[src/rtl/oc8051_fetch_defs.sv]
// Shared definitions for the 8051 instruction-fetch front end: FSM encoding,
// fetch word geometry and the registered code-ROM request bundle.
package oc8051_fetch_defs;

    localparam int FQ_WORD_BYTES  = 4;
    localparam int FQ_MAX_CONSUME = 3;

    typedef enum logic [1:0] {
        FQ_IDLE    = 2'd0,
        FQ_REQ     = 2'd1,
        FQ_DISCARD = 2'd2
    } fq_state_t;

    typedef struct packed {
        logic        req;
        logic [15:0] addr;
    } fq_rom_req_t;

endpackage

[src/rtl/oc8051_byte_queue.sv]
// DEPTH-byte circular buffer: 4-byte little-endian push, 0..3 byte pop,
// flush, occupancy count and a 3-byte peek window at the head.
module oc8051_byte_queue
    import oc8051_fetch_defs::*;
#(
    parameter int DEPTH = 8,
    parameter int CW    = 4
) (
    input  logic          clk,
    input  logic          rst,
    input  logic          flush,
    input  logic          push,
    input  logic [31:0]   push_data,
    input  logic [1:0]    pop_cnt,
    output logic [CW-1:0] count,
    output logic [7:0]    peek0,
    output logic [7:0]    peek1,
    output logic [7:0]    peek2
);

    localparam int AW = $clog2(DEPTH);

    logic [DEPTH-1:0][7:0] mem;
    logic [AW-1:0]         head_q, tail_q;
    logic [CW-1:0]         cnt_q;

    always_ff @(posedge clk) begin
        if (rst || flush) begin
            head_q <= '0;
            tail_q <= '0;
            cnt_q  <= '0;
        end else begin
            head_q <= head_q + AW'(pop_cnt);
            if (push)
                tail_q <= tail_q + AW'(FQ_WORD_BYTES);
            cnt_q <= cnt_q + (push ? CW'(FQ_WORD_BYTES) : '0) - CW'(pop_cnt);
        end
    end

    // Storage carries no reset; the count gates every read.
    always_ff @(posedge clk) begin
        if (push && !flush && !rst) begin
            for (int i = 0; i < FQ_WORD_BYTES; i++)
                mem[tail_q + AW'(i)] <= push_data[8*i +: 8];
        end
    end

    assign count = cnt_q;
    assign peek0 = (cnt_q > CW'(0)) ? mem[head_q]            : 8'h00;
    assign peek1 = (cnt_q > CW'(1)) ? mem[head_q + AW'(1)]   : 8'h00;
    assign peek2 = (cnt_q > CW'(2)) ? mem[head_q + AW'(2)]   : 8'h00;

endmodule

[src/rtl/oc8051_fetch_queue.sv]
// 8051 instruction-fetch front end: code-ROM word requester feeding a byte queue.
// Optional FETCH_STATS_EN adds saturating stat_words / stat_flush counters.
module oc8051_fetch_queue
    import oc8051_fetch_defs::*;
#(
    parameter int DEPTH = 8,
    parameter int CW    = 4
) (
    input  logic          clk,
    input  logic          rst,
    input  logic          pc_load,
    input  logic [15:0]   pc_in,
    input  logic [1:0]    consume,
    output logic          rom_req,
    output logic [15:0]   rom_addr,
    input  logic          rom_ack,
    input  logic [31:0]   rom_data,
    output logic          op_valid,
    output logic [7:0]    op0,
    output logic [7:0]    op1,
    output logic [7:0]    op2,
    output logic [CW-1:0] byte_cnt,
    output logic [15:0]   pc_out
`ifdef FETCH_STATS_EN
    ,
    output logic [15:0]   stat_words,
    output logic [15:0]   stat_flush
`endif
);

    fq_state_t     state_q, state_d;
    fq_rom_req_t   rom_q, rom_d;
    logic [15:0]   fptr_q, fptr_d;
    logic [15:0]   pc_q;
    logic [1:0]    pop_cnt;
    logic          push;
    logic [CW-1:0] cnt_after;
    logic          space_ok;

    // Over-long consume is dropped outright; a redirect overrides it too.
    assign pop_cnt   = (!pc_load && (CW'(consume) <= byte_cnt)) ? consume : 2'd0;
    assign push      = (state_q == FQ_REQ) && rom_ack && !pc_load;
    assign cnt_after = byte_cnt + CW'(FQ_WORD_BYTES) - CW'(pop_cnt);
    assign space_ok  = byte_cnt <= CW'(DEPTH - FQ_WORD_BYTES);

    always_ff @(posedge clk) begin
        if (rst) begin
            state_q <= FQ_IDLE;
            rom_q   <= '0;
            fptr_q  <= '0;
            pc_q    <= '0;
        end else begin
            state_q <= state_d;
            rom_q   <= rom_d;
            fptr_q  <= fptr_d;
            pc_q    <= pc_load ? pc_in : pc_q + 16'(pop_cnt);
        end
    end

    always_comb begin
        state_d = state_q;
        rom_d   = rom_q;
        fptr_d  = pc_load ? pc_in : fptr_q;
        unique case (state_q)
            FQ_IDLE: begin
                if (space_ok) begin
                    state_d    = FQ_REQ;
                    rom_d.req  = 1'b1;
                    rom_d.addr = pc_load ? pc_in : fptr_q;
                end
            end
            FQ_REQ: begin
                if (rom_ack) begin
                    if (pc_load) begin
                        state_d   = FQ_IDLE;
                        rom_d.req = 1'b0;
                    end else begin
                        fptr_d = fptr_q + 16'(FQ_WORD_BYTES);
                        if (cnt_after <= CW'(DEPTH - FQ_WORD_BYTES)) begin
                            rom_d.addr = fptr_q + 16'(FQ_WORD_BYTES);
                        end else begin
                            state_d   = FQ_IDLE;
                            rom_d.req = 1'b0;
                        end
                    end
                end else if (pc_load) begin
                    // Request already on the bus; wait out its ack and drop it.
                    state_d = FQ_DISCARD;
                end
            end
            FQ_DISCARD: begin
                if (rom_ack) begin
                    state_d   = FQ_IDLE;
                    rom_d.req = 1'b0;
                end
            end
            default: begin
                state_d = FQ_IDLE;
                rom_d   = '0;
            end
        endcase
    end

    oc8051_byte_queue #(.DEPTH(DEPTH), .CW(CW)) u_queue (
        .clk       (clk),
        .rst       (rst),
        .flush     (pc_load),
        .push      (push),
        .push_data (rom_data),
        .pop_cnt   (pop_cnt),
        .count     (byte_cnt),
        .peek0     (op0),
        .peek1     (op1),
        .peek2     (op2)
    );

    assign rom_req  = rom_q.req;
    assign rom_addr = rom_q.addr;
    assign pc_out   = pc_q;
    assign op_valid = byte_cnt >= CW'(FQ_MAX_CONSUME);

`ifdef FETCH_STATS_EN
    always_ff @(posedge clk) begin
        if (rst) begin
            stat_words <= '0;
            stat_flush <= '0;
        end else begin
            if (push && stat_words != 16'hFFFF)
                stat_words <= stat_words + 16'd1;
            if (pc_load && stat_flush != 16'hFFFF)
                stat_flush <= stat_flush + 16'd1;
        end
    end
`endif

endmodule

[config.mk]
export PLATFORM = sky130hd
export DESIGN_NAME = oc8051_fetch_queue
export DESIGN_NICKNAME = d
export VERILOG_FILES = /design/src/rtl/oc8051_fetch_defs.sv /design/src/rtl/oc8051_byte_queue.sv /design/src/rtl/oc8051_fetch_queue.sv
export SDC_FILE = /design/constraint.sdc
export NUM_CORES = 1
export LEC_CHECK = 0
export BUFFER_PORTS_ARGS = -buffer_cell sky130_fd_sc_hd__buf_2
export CAP_MARGIN = 10
export CORE_ASPECT_RATIO = 0.8
export CORE_UTILIZATION = 63
export CTS_BUF_LIST = sky130_fd_sc_hd__clkbuf_8
export DETAILED_ROUTE_END_ITERATION = 6
export HOLD_SLACK_MARGIN = 0.12
export PLACE_DENSITY = 0.88
export SYNTH_ARGS = -nofsm -noshare
export SYNTH_HDL_FRONTEND = slang
export SYNTH_SLANG_ARGS = --single-unit
export TNS_END_PERCENT = 50
[constraint.sdc]
create_clock -name clk -period 10.6 [get_ports clk]
set_clock_uncertainty 0.15 [all_clocks]
set_input_delay 0.53 -clock clk [delete_from_list [all_inputs] [get_ports clk]]
set_output_delay 0.53 -clock clk [all_outputs]
set_load 0.02 [all_outputs]
# [Yosys cells after proc, flatten, opt, wreduce, memory -nomap -nowiden]
# Cells that the tools add are included.
# Widths: inputs -> output; s select.
[op_classes] addsub=13 order_cmp=18 n_eq_ne=9 mux=44 bitwise_logic=1 n_reduce_logical=16
[op_table] cell="$bwmux 64" n=4
[op_table] cell="$mux 16" n=7
[op_table] cell="$demux 8 s3" n=4
[op_table] cell="$mux 8" n=10
[op_table] cell="$bmux 8 s3" n=3
[op_table] cell="$pmux 16 s3" n=1
[op_table] cell="$mux 17" n=2
[op_table] cell="$lt 3x4->1 const B" n=7
[op_table] cell="$add 16x2->16" n=1
[op_table] cell="$add 16x3->16 const B" n=1
[op_table] cell="$mux 2" n=7
[op_table] cell="$ge 3x1->1 const B" n=4
[op_table] cell="$add 3x2->3 const B" n=3
[op_table] cell="$logic_and 1x1->1" n=9
[op_table] cell="$gt 4x1->1 const B" n=2
[op_table] cell="$le 4x3->1 const B" n=2
[op_table] cell="$ne 2x2->1 const B" n=4
[op_table] cell="$reduce_and 4->1" n=2
[op_table] cell="$sub 4x2->4" n=2
[op_table] cell="$add 3x1->3 const B" n=2
[op_table] cell="$ne 3x3->1 const B" n=2
[op_table] cell="$pmux 2 s3" n=1
[op_table] cell="$reduce_and 5->1" n=1
[op_table] cell="$add 4x3->4 const B" n=1
[op_table] cell="16 further kinds" n=19
[word_totals] register_bits=125 inputBits=54 elab_cells=117

# [Logic depth before layout (Yosys ltp)]
# Gate-level depths: netlist of the first run.
[depth] word_depth=9 ltp_mapped=15 ltp_nobuf=15

# [By module]
# A second synthesis of the first run with hierarchy kept.
[unflattened] cells_unflattened=652 hier_area_um2=6971.7
[modules_own_cells] module="oc8051_byte_queue" instances=1 cells_each=270 area_per_inst_um2=3781.1 seq_area_each_um2=2082.0
[modules_own_cells] module="oc8051_fetch_queue" instances=1 cells_each=382 area_per_inst_um2=3190.6 seq_area_each_um2=1021.0

# [Worst setup path after synthesis of the first run]
# Ideal clock, no wire load.
[synth_timing] kind="in2reg" startpoint="in pc_load" endpoint="reg u_queue.mem[0] in the netlist's numbering, enable pin" arrival_time_ns=3.290 path_slack_ns=6.699 path_stages=4 path_buffers=1 cell_sequence="buf_2 and2b_2 nand2_1 nor3_1"
[synth_between] elab_chain_len=4
[synth_rtl] element="start: declaration" line="oc8051_fetch_queue.sv:11" text="input logic pc_load,"
[synth_rtl] element="$logic_not 1->1 (*)" line="oc8051_byte_queue.sv:42, oc8051_fetch_queue.sv:42"
[synth_rtl] element="$logic_and 1x1->1" line="oc8051_fetch_queue.sv:42" text="assign push = (state_q == FQ_REQ) && rom_ack && !pc_load;"
[synth_rtl] element="$logic_and 1x1->1 (*) (2 in a row)" line="oc8051_byte_queue.sv:42" text="if (push && !flush && !rst) begin"
[synth_rtl] element="end signal: indexed assignment" line="oc8051_byte_queue.sv:44" text="mem[tail_q + AW'(i)] <= push_data[8*i +: 8];"
[synth_rtl] element="end: declaration" line="oc8051_byte_queue.sv:23" text="logic [DEPTH-1:0][7:0] mem;"
# Mark *: on every way between the ends. The rest lies on a longest branch, timed or not.
# A chain may end at the register's enable or synchronous reset.

# [Final worst setup path of the first run]
[layout_timing] startpoint="reg u_queue.head_q[0]" endpoint="out op1[7]"
[layout_between] elab_chain_len=4
[layout_rtl] element="start: declaration" line="oc8051_byte_queue.sv:24" text="logic [AW-1:0] head_q, tail_q;"
[layout_rtl] element="start signal: assignment" line="oc8051_byte_queue.sv:33" text="head_q <= head_q + AW'(pop_cnt);"
[layout_rtl] element="$add 3x1->3" line="oc8051_byte_queue.sv:50" text="assign peek1 = (cnt_q > CW'(1)) ? mem[head_q + AW'(1)] : 8'h00;"
[layout_rtl] element="$bmux 8 s3" line="oc8051_byte_queue.sv:50"
[layout_rtl] element="$mux 8 (not written as such)" line="oc8051_byte_queue.sv:50"
[layout_rtl] element="$mux 8" line="oc8051_byte_queue.sv:50"
[layout_rtl] element="end: declaration" line="oc8051_fetch_queue.sv:20" text="output logic [7:0] op1,"
# No other way between the ends. The select of a mux whose other input is x is not followed.

==> flow_summary.yaml, run 1 <==
status:
  status: "finished, final reports clean"
place:
  port_buffers: 115
  place_congestion: 0.887
  placed_cells: 870
  preCtsSetupSlack_ns: 6.76
  dpl.hpwl_mm: 12.4
  placedInstanceArea_mm2: 0.00759
logic_synthesis:
  synth-seq-area-share_pct: 44.5
  syn_area_mm2: 0.00697
  ys_async_sr_fraction_pct: 0
  synth.distinct_cells: 70
  synth-edff-count: 64
  synth.ff_latch_count: 123
  ys_warn_count: 0
  synth_nets: 719
  synth_ff_type: "edfxtp_1"
  syn_avg_cell_area_um2: 10.7
  syn_inst: 650
clocking:
  cts_max_level: 4
  clockRootBuffer: "clkbuf_8"
  clockBufferDepth: 2
  tritoncts: "yes"
  cts.repair.resized: 0
  cts_setup_buffers: 0
  clkSinkCount: 123
  numCtsBuffers: 17
  ctsHoldBuffers: 18
  clk_pin_slew_ns: 0.08
  clk_latency_ns: 0.45
cells_and_area:
  diodes: 0
  fin_area_mm2: 0.00815
  drive_above_1_share_pct: 26.6
  area_delta_synth_final_pct: 17.0
  final_common_cell: "buf_2"
  final_core_util_pct: 77.7
  final_cells: 922
  final_cell_mix: "buf_2, nand2_1, edfxtp_1, dfxtp_1, a21oi_1"
  nNetsFinal: 838
timing:
  hold_viol: 0
  grt_setup_unrepaired: "no"
  slew_viol_final: 0
  tns_ns: 0
  worst_slack_ns: 6.69
  worstMarginPinSlew_ns: 1.03
  slew_headroom_pct: 31.3
  fin_crit_ns: 3.91
  fin_crit_sh_pct: 36.9
  hold-worst-slack_ns: 0.129
  setup_violations: 0
  fmax_mhz: 256
worst_hold_path:
  hold_class: "in -> reg"
  worstHoldStart: "rom_data[21]"
  min_to: "u_queue.mem[21]"
  holdPathStages: 1
floorplan:
  die_h_um: 96.1
  core-area_mm2: 0.0105
  die_x_um: 120
  initial_core_util_pct: 66.5
  die-area_mm2: 0.0115
  num_rows: 33
  pin_count: 116
detailed_routing:
  routed_via_density: 6.47
  drc: 0
  routed_wl_mm: 18.1
  detail_route.iter0.violations: 657
  drt_pre_antenna_iters: 6
  via_count: 5962
  antenna_left: 0
  wire_per_inst_um: 19.6
worst_setup_path:
  crit_fanout: 50
  reg2reg_from: "u_queue.count[1]"
  r2r_end: "rom_addr[11]"
  cp-end-kind: "output pin"
  cp.arrival_ns: 3.23
  start_kind: "flop"
  r2r_cells: 13
  cp.required_ns: 9.92
  crit_type: "reg -> out"
  r2r_slack_ns: 6.88
power:
  p_total_mw: 1.32
  ir_worst_vdd_v: 0.0000902
  p_per_area_mw_per_mm2: 162
  p_leak_nw: 3.12
grt:
  grt_pass1_wl_mm: 27.9
  grt_max_degree: 51
  grt_pass1_vias: 5434
  grt_usage_pct: 32.1
  grt_remaining_overflow: 0
  antenna_found_initial: 0
job:
  maxCapViolCount: 0
[state kept, by name (all words and copies together), names as in the netlist]
register,flops
u_queue.mem,64
fptr_q,16
pc_out,16
rom_addr,16
u_queue.count,4
u_queue.head_q,3
state_q,2
rom_req,1
u_queue.tail_q,1
[power by group]
part	total (mW)	internal (mW)	leakage (nW)	switching, mW
combinational	0.375	0.143	1.89	0.233
sequential	0.566	0.532	1.05	0.0340
clock	0.383	0.169	0.174	0.214
[area by class of cell]
type                       count  area (µm²)
multi-input combinational    455        3560
tap                          140         175
clock buffer                  17         234
clock inverter                15         131
timing repair buffer         144         843
sequential                   123        3100
fill                         661        2330
inverter                      28         105
[per-layer routing]
metal	global-route usage (%)	wire, µm	share of wire, %
met4	11.8	522	2.9
met1	44.5	7630	42
met3	7.46	1760	9.8
met2	49.8	8140	45
met5	0	0	0
[cell usage after synthesis (11+ instances only)]
cell      count  share of area (%)
nand3_1      13               0.93
ha_1         11                2.0
a21oi_1      50                3.6
and2_1       20                1.8
nor2_1       25                1.3
nor3_1       20                1.4
o21ai_0      13               0.93
dfxtp_1      59                 17
xor2_1       16                2.0
nor2b_1      20                1.8
buf_2        18                1.3
clkbuf_1     18               0.97
o311ai_0     12                1.5
nand2_1      71                3.8
inv_1        27                1.5
a21boi_0     16                1.7
mux2i_1      20                2.9
mux4_2       30                9.7
edfxtp_1     64                 28
xnor2_1      16                2.0
[worst max-delay path by stage]
stage | start | end | slack (ns) | depth (start not counted)
4_1_cts | u_queue.head_q[0] | op1[7] | 6.66 | 6
5_1_grt | u_queue.head_q[0] | op1[7] | 6.46 | 6
6_report | u_queue.head_q[0] | op1[7] | 6.69 | 6
3_5_place_dp | pc_load | rom_addr[11] | 6.76 | 12
3_3_place_gp | pc_load | rom_addr[10] | 6.86 | 12
2_1_floorplan | pc_load | u_queue.mem[0] | 6.70 | 4
[logic make-up after synthesis]
kind of cell | synth area share [%]
buffers and inverters | 4.49
multiplexers | 12.9
adder cells (fa/ha/maj) | 3.12
AND/OR/NAND/NOR | 16.7
flip-flops | 44.5
XOR/XNOR | 4.42
AO/OA/AOI/OAI | 13.8
[critical path, stage by stage, from the launching register on]
cell and delay, ns:
dfxtp_2 0.32, buf_4 0.53, ha_1 0.95, mux4_2 0.60, nand2_1 0.08, a21oi_1 0.10
buf_2 0.17
(Power assumes the default switching activity.)
==> run 2, diff against run 1 <==
CORE_UTILIZATION = 53   (was 63)
PLACE_DENSITY = 0.79   (was 0.88)
clock period = 3.5 ns   (was 10.6 ns; I/O delays follow)
==> run 2 against run 1 <==
Combinational power rose to 3.2 times the previous value. Non-clock buffer count up 41. Sequential power grew to 3.0 times the previous value. First-iteration DRC count fell by 0.91%. Wire length is 1.2% higher. Worst hold slack improved by 0.026 ns. Critical path depth rose by 8. Sequential share of layout area is 2.3 points lower. Register-to-register slack got worse by 6.7 ns. Die area is 19% higher. Cell area is 6.4% higher. Worst setup slack got worse by 6.5 ns. Largest power group unchanged. Highest routed layer unchanged.
==> flow_summary.yaml, run 2 (synthesis results as in run 1) <==
grt:
  grt_max_degree: 50
  antenna_found_initial: 0
  grt_remaining_overflow: 0
  grt_pass1_wl_mm: 28.6
  grt_usage_pct: 27.8
  grt_pass1_vias: 5657
clocking:
  numCtsBuffers: 17
  cts_max_level: 4
  clkSinkCount: 123
  tritoncts: "yes"
  clockBufferDepth: 2
  clockRootBuffer: "clkbuf_8"
  clk_pin_slew_ns: 0.07
  clk_latency_ns: 0.45
worst_setup_path:
  cp-end-kind: "flop"
  crit_type: "reg -> reg"
  cp.required_ns: 3.68
  r2r_cells: 14
  cp.arrival_ns: 3.55
  r2r_slack_ns: 0.14
  start_kind: "flop"
  reg2reg_from: "u_queue.count[1]"
  r2r_end: "rom_addr[11]"
  crit_fanout: 7
timing:
  slew_viol_final: 0
  grt_setup_unrepaired: "no"
  worstMarginPinSlew_ns: 1.00
  hold_viol: 0
  worst_slack_ns: 0.136
  slew_headroom_pct: 32.8
  fmax_mhz: 297
  fin_crit_ns: 3.36
  setup_violations: 0
  hold-worst-slack_ns: 0.155
  tns_ns: 0
  fin_crit_sh_pct: 96.1
power:
  netSwitchingPower_mw: 1.42
  combPwrFrac_pct: 28.3
  p_leak_nw: 3.34
  p_clk_share_pct: 31.9
  switching_share_pct: 33.1
  p_per_area_mw_per_mm2: 494
  p_seq_share_pct: 39.7
  ir_worst_vdd_v: 0.000240
  p_int_mw: 2.87
cells_and_area:
  nNetsFinal: 879
  largest_register_ffs: 64
  regMostFlops: "u_queue.mem"
  diodes: 0
  final_cell_mix: "buf_2, nand2_1, edfxtp_1, dfxtp_1"
  final_common_cell: "buf_2"
  drive_above_1_share_pct: 27.2
  area_delta_synth_final_pct: 24.4
  final_cells: 998
  final_core_util_pct: 67.6
detailed_routing:
  detail_route.iter0.violations: 651
  antenna_left: 0
  drt_pre_antenna_iters: 5
  routed_wl_mm: 18.3
  wire_per_inst_um: 18.3
  via_count: 5934
  routed_via_density: 5.95
  drc: 0
job:
  maxCapViolCount: 0
place:
  placed_cells: 913
  place_congestion: 0.903
  preCtsSetupSlack_ns: 0.0504
  dpl.hpwl_mm: 12.4
  port_buffers: 115
floorplan:
  core-area_mm2: 0.0128
  pin_count: 116
  num_rows: 37
  die_h_um: 105
  initial_core_util_pct: 54.4
  die_x_um: 130
  die-area_mm2: 0.0136
worst_hold_path:
  hold_class: "in -> reg"
  holdPathStages: 4
  worstHoldStart: "pc_in[15]"
  min_to: "rom_addr[15]"
status:
  status: "finished, final reports clean"
run 2: worst max path at each step:
stage | start | to | slack (ns) | cells past startpoint
floorplan | u_queue.count[1] | rom_addr[10] | 0.05 | 13
global placement | u_queue.count[1] | rom_addr[10] | 0.20 | 14
detailed placement | u_queue.count[1] | rom_addr[12] | 0.05 | 14
CTS | consume[0] | rom_addr[12] | 0.04 | 16
global route | u_queue.count[1] | rom_addr[11] | 0.003 | 14
finish | u_queue.count[1] | rom_addr[11] | 0.14 | 14
run 2: routing by layer:
metal	share of wire, %	global-route usage (%)	vias to the layer above
met5	0	0	-
met4	2.6	12.5	0
met3	7.8	5.27	57
met2	47	42.9	283
met1	43	38.0	2859
li1	-	-	2735
run 2: final cells by class:
cell class / instances / area (µm²)
multi-input combinational: 455 / 3590
clock buffer: 17 / 234
timing repair buffer: 185 / 1220
inverter: 28 / 105
fill: 960 / 4150
clock inverter: 15 / 200
sequential: 123 / 3110
tap: 175 / 219
run 2: stage by stage:
stage / area, µm² / power (mW)
finish: 8670 / 4.28
global route: 8670 / 4.46
CTS: 8620 / 4.26
detailed placement: 7700 / 2.86
global placement: 7700 / 2.83
floorplan: 6980 / 2.49
run 2: critical path, stage by stage (launching register included):
cell      delay (ns)
dfxtp_2         0.33
inv_1           0.04
ha_1            0.30
a211oi_2        0.26
a21oi_2         0.10
and2_4          0.18
ha_1            0.18
inv_1           0.06
ha_1            0.17
inv_2           0.06
fa_2            0.43
xor2_4          0.24
o2111a_2        0.33
nor3_4          0.09
a221o_1         0.35
run 2: what timing repair did:
action	CTS	global route
setup endpoints to repair	0	11
resized for setup	0	8
hold buffers	49	0
setup buffers	0	4
endpoints found under the hold margin	108	0
run 2: power by group through the flow:
stage                     clock network, mW  registers (mW)  logic [mW]
after floorplan                           0            1.78       0.715
after global placement                    0            1.72        1.10
after detailed placement                  0            1.73        1.13
after CTS                              1.39            1.70        1.18
after global routing                   1.44            1.71        1.30
final                                  1.37            1.70        1.21
